File: config.mk
export PLATFORM = sky130hd
export DESIGN_NAME = rom_reader
export DESIGN_NICKNAME = d
export VERILOG_FILES = /design/src/rtl/rom_reader.sv
export SDC_FILE = /design/constraint.sdc
export NUM_CORES = 1
export LEC_CHECK = 0
export BUFFER_PORTS_ARGS = -buffer_cell sky130_fd_sc_hd__buf_4
export CAP_MARGIN = 20
export CORE_ASPECT_RATIO = 0.8
export CORE_MARGIN = 5
export CORE_UTILIZATION = 35
export CTS_CLUSTER_SIZE = 30
export DETAILED_ROUTE_END_ITERATION = 10
export PLACE_DENSITY = 0.58
export SETUP_SLACK_MARGIN = 0.3
export SLEW_MARGIN = 15
export SYNTH_ARGS = -nofsm -noshare
export SYNTH_HDL_FRONTEND = slang
export SYNTH_SLANG_ARGS = --single-unit
File: constraint.sdc
create_clock -name clk -period 1.65 [get_ports clk]
set_input_delay 0.33 -clock clk [delete_from_list [all_inputs] [get_ports clk]]
set_output_delay 0.33 -clock clk [all_outputs]
set_load 0.005 [all_outputs]
File: src/rtl/rom_reader.sv
// Burst read sequencer for a registered-output ROM: walks base..base+len with wrap, streams words out.
// Latency: start at edge N -> first rom_en in cycle N..N+1, first out_valid from edge N+2.
// Backpressure: credit-gated issue into a 2-entry buffer; rom_en drops when no credit, no word lost.
module rom_reader #(
  parameter int ADDR_W = 4,
  parameter int DATA_W = 4
) (
  input  logic              clk,
  input  logic              rst,
  input  logic              start,
  input  logic [ADDR_W-1:0] base,
  input  logic [ADDR_W-1:0] len,
  output logic              busy,
  output logic              done,
  output logic [ADDR_W-1:0] rom_addr,
  output logic              rom_en,
  input  logic [DATA_W-1:0] rom_data,
  output logic [DATA_W-1:0] out_data,
  output logic              out_valid,
  input  logic              out_ready
);

  typedef enum logic [1:0] {
    IDLE  = 2'd0,
    RUN   = 2'd1,
    DRAIN = 2'd2
  } state_t;

  state_t            state;
  // words still to issue; one bit wider so a full 2^ADDR_W burst fits
  logic [ADDR_W:0]   remaining;
  // a read was issued at the previous edge, so rom_data is meaningful now
  logic              inflight;

  logic [DATA_W-1:0] buf_mem [2];
  logic              rd_ptr;
  logic              wr_ptr;
  logic [1:0]        occ;

  logic              pop;
  logic              cap;
  logic [2:0]        committed;

  assign out_valid = (occ != 2'd0);
  assign out_data  = buf_mem[rd_ptr];
  assign pop       = out_valid && out_ready;
  assign cap       = inflight;

  // Credits: words already buffered plus the one in flight must leave room,
  // and a pop this cycle frees a slot immediately.
  assign committed = {1'b0, occ} + {2'b00, inflight};
  assign rom_en    = (state == RUN) && (remaining != '0) &&
                     (committed < (3'd2 + {2'b00, pop}));

  // Sequencer FSM: address walk, remaining count, in-flight tracking, status pulses
  always_ff @(posedge clk) begin
    if (rst) begin
      state     <= IDLE;
      busy      <= 1'b0;
      done      <= 1'b0;
      rom_addr  <= '0;
      remaining <= '0;
      inflight  <= 1'b0;
    end else begin
      done     <= 1'b0;
      inflight <= rom_en;
      case (state)
        IDLE: begin
          if (start) begin
            rom_addr  <= base;
            remaining <= {1'b0, len} + (ADDR_W+1)'(1);
            state     <= RUN;
            busy      <= 1'b1;
          end
        end
        RUN: begin
          if (rom_en) begin
            rom_addr  <= rom_addr + ADDR_W'(1);
            remaining <= remaining - (ADDR_W+1)'(1);
            if (remaining == (ADDR_W+1)'(1)) begin
              state <= DRAIN;
            end
          end
        end
        DRAIN: begin
          // last word leaves when nothing is in flight and it is the only one buffered
          if (!inflight && (occ == 2'd1) && pop) begin
            state <= IDLE;
            busy  <= 1'b0;
            done  <= 1'b1;
          end
        end
        default: begin
          state <= IDLE;
          busy  <= 1'b0;
        end
      endcase
    end
  end

  // Two-entry output buffer: capture the ROM word one cycle after issue, pop on handshake
  always_ff @(posedge clk) begin
    if (rst) begin
      buf_mem[0] <= '0;
      buf_mem[1] <= '0;
      rd_ptr     <= 1'b0;
      wr_ptr     <= 1'b0;
      occ        <= 2'd0;
    end else begin
      if (cap) begin
        buf_mem[wr_ptr] <= rom_data;
        wr_ptr          <= ~wr_ptr;
      end
      if (pop) begin
        rd_ptr <= ~rd_ptr;
      end
      case ({cap, pop})
        2'b10:   occ <= occ + 2'd1;
        2'b01:   occ <= occ - 2'd1;
        default: occ <= occ;
      endcase
    end
  end

  // The credit rule must never let a capture land on a full buffer without a pop
  a_no_overflow: assert property (@(posedge clk) disable iff (rst)
    !(cap && !pop && (occ == 2'd2)));

endmodule

==> key figures <==
Status
  – Run status: complete, but fails checks
  – Failing checks: negative setup slack

Synth
  – Seq cells post-synth: 27
  – Most common flop cell mapped by yosys: dfxtp_1
  – Cell count after synthesis: 154
  – Sequential share of the synthesized area: 42.32%
  – Synth Warn #: 0
  – Mapped cell area: 0.001466 mm^2
  – Synthesized Nets: 179
  – Mean post-synth cell area: 9.522 um^2
  – FFs w/ async S/R, synth: 0%
  – Number of unique standard cell types used by synthesis: 38
  – Number of synthesized flops with an enable pin: 8

Global route
  – Vias in the first global route: 1,369
  – Initial antenna violation count: 0
  – Grt ovf: 0
  – First-pass GRT wire length: 6.292 mm
  – Pin count of the biggest net entering global routing: 17
  – Tot GR Track Use: 14.78%

CTS
  – Clk slew on worst S/H paths: 0.10 ns
  – Worst-Skew Late Latency: 0.27 ns
  – Number of buffers created by CTS: 3
  – Root Driver: clkbuf_8
  – CTS Buffer Depth: 2
  – CTS tree: yes
  – Clock Sinks: 27
  – Htree depth: 1

Worst setup path
  – Crit path kind: reg2out
  – CP startpoint kind: flop
  – Arrival time worst endpoint: 1.60 ns
  – Req. time, crit path: 1.32 ns
  – R2R depth: 7
  – Crit. End Element: primary output
  – Worst-path maximum fanout: 4

Routing
  – First DRT Iteration DRCs: 42
  – DR WL/cell: 15.05 um
  – DRC Markers: 0
  – Antenna Nets Post-Route: 0
  – Vias per cell: 5.180
  – DR vias: 1,326
  – Pre-Repair DR Iteration Count: 4
  – Final WL: 3.853 mm

STA
  – Worst Slack Setup Final: -0.2770 ns
  – Hold WS: 0.3323 ns
  – Max Slew Vio Count: 0
  – RSZ-0062 raised after global routing: yes
  – Clock skew: 0.001861 ns
  – Final period utilization: 116.8%
  – Tmin final: 1.927 ns
  – Fin. Hold Viols: 0
  – Worst slew pin tran: 0.3762 ns
  – Fmax: 518.9 MHz
  – Relative slew slack: 74.87%
  – Setup-failing EPs final: 10

Die
  – Initial Util: 35.55%
  – Die X: 82.37 um
  – Die area: 0.005593 mm^2
  – Core ar.: 0.004125 mm^2
  – Die Y: 67.90 um
  – Ports: 28
  – Num rows: 21

Placement
  – Placed cells: 248
  – Dpl hpwl: 2.891 mm
  – # port buffers: 27
  – GP Congestion: 0.8088
  – DP Area: 0.001916 mm^2

Min path
  – HP Class: in2reg
  – Worst Hold Depth: 2

Power
  – Leak Pwr: 0.8651 nW
  – Total power per unit cell area: 1282 mW/mm^2
  – Final Total Pwr: 2.739 mW
  – VDD IR max: 583.5 uV

Layout
  – Nets@finish: 225
  – Post-route cell area: 0.002137 mm^2
  – Share of layout cells above drive strength 1: 43.72%
  – N_diodes: 0
  – Non-filler instance count after layout: 256
  – Fillers: 397
  – Area Growth Syn to Fin: 45.73%

Job
  – # Max-Cap Violations: 0
-- final cells by class --
class / count / area [um^2] / area share [%]
Multi-Input combinational cell: 105 / 942.2 / 44.09
Sequential cell: 27 / 633.1 / 29.63
Timing Repair Buffer: 47 / 379.1 / 17.74
Tap cell: 57 / 71.32 / 3.337
Inverter: 16 / 62.56 / 2.927
Clock buffer: 3 / 41.29 / 1.932
Clock inverter: 1 / 7.507 / 0.3513
-- placed cells by master, fill, tap and decap left out, drive strengths merged, types with 4 or more instances in the layout --
| cell | n |
|---|---|
| nand2 | 14 |
| o32ai | 5 |
| a21oi | 6 |
| edfxtp | 8 |
| inv | 16 |
| ha | 9 |
| a221oi | 7 |
| buf | 47 |
| nand3 | 5 |
| dfxtp | 19 |
| nor2 | 14 |
| o21ai | 4 |
| mux2 | 4 |
-- final timing paths --
path / end / slack (ns) / from
worst max register to register: remaining[0] / -0.23 / remaining[1]
worst min register to register: wr_ptr / 0.48 / wr_ptr
worst max-delay path: rom_en / -0.28 / occ[0]
worst min-delay path: state[0] / 0.33 / start
-- state kept, by name (all words and copies together), names as in the netlist, named ones only --
| signal | flops |
|---|---|
| wr_ptr | 1 |
| cap | 1 |
| done | 1 |
| remaining | 5 |
| busy | 1 |
| occ | 2 |
| state | 2 |
| rd_ptr | 1 |
| buf_mem | 8 |
| rom_addr | 4 |
-- cells by family after synthesis --
family	share of synthesized area, %
AO/OA/AOI/OAI	20.48
XOR/XNOR	2.987
adder cells (fa/ha/maj)	7.679
buffers and inverters	5.717
flip-flops	42.32
multiplexers	4.437
AND/OR/NAND/NOR	16.38
-- synth_stat cells (all sizes together), types with 2 or more instances --
cell type | count | area (um^2)
o211ai | 2 | 20.02
xor2 | 2 | 17.52
inv | 16 | 60.06
nor2 | 14 | 52.55
nand3 | 5 | 25.02
mux2 | 4 | 45.04
nor2b | 3 | 18.77
a21oi | 6 | 30.03
o2111a | 2 | 22.52
nand2b | 2 | 12.51
mux2i | 2 | 20.02
dfxtp | 19 | 380.4
or3 | 2 | 12.51
nand2 | 14 | 52.55
o221a | 2 | 22.52
nor3 | 3 | 15.01
o32ai | 5 | 43.79
edfxtp | 8 | 240.2
xnor2 | 3 | 26.28
a221oi | 7 | 61.31
ha | 9 | 112.6
clkbuf | 5 | 18.77
a211oi | 3 | 22.52
o21ai | 4 | 31.28
-- where the power goes --
group / switching [mW] / leakage (nW) / internal, mW
Sequential: 0.106 / 0.242 / 0.818
Combinational: 0.628 / 0.601 / 0.798
Clock: 0.217 / 0.0217 / 0.172
-- metrics by stage --
step | worst slack [ns] | TNS (ns) | util (%)
after global routing | -0.3231 | -2.478 | 51.80
after global placement | -0.04502 | -0.1992 | 46.44
after detailed placement | -0.07715 | -0.3815 | 46.44
after CTS | -0.2953 | -1.628 | 51.11
after floorplan | 0.04946 | 0 | -
final | -0.2770 | -1.750 | 51.80
-- critical path, stage by stage (launching register included) --
cell      delay [ns]
dfxtp_4         0.38
ha_4            0.16
ha_4            0.26
inv_4           0.03
o2111a_1        0.24
and2_4          0.15
buf_6           0.11
-- routing by layer --
| layer | wire length, um | vias to the layer above | track usage [%] |
|---|---|---|---|
| met3 | 171 | 2 | 3.947 |
| met1 | 1653 | 644 | 17.38 |
| met5 | 0 | - | 0 |
| li1 | - | 652 | - |
| met4 | 23 | 0 | 4.357 |
| met2 | 2005 | 28 | 26.30 |
-- what timing repair did --
action,4_1_cts,5_1_grt
hold buffers,0,0
gates resized for setup,25,4
setup endpoints to repair,22,24
pin swaps,10,8
buffers inserted,4,0
(Power assumes the default switching activity.)
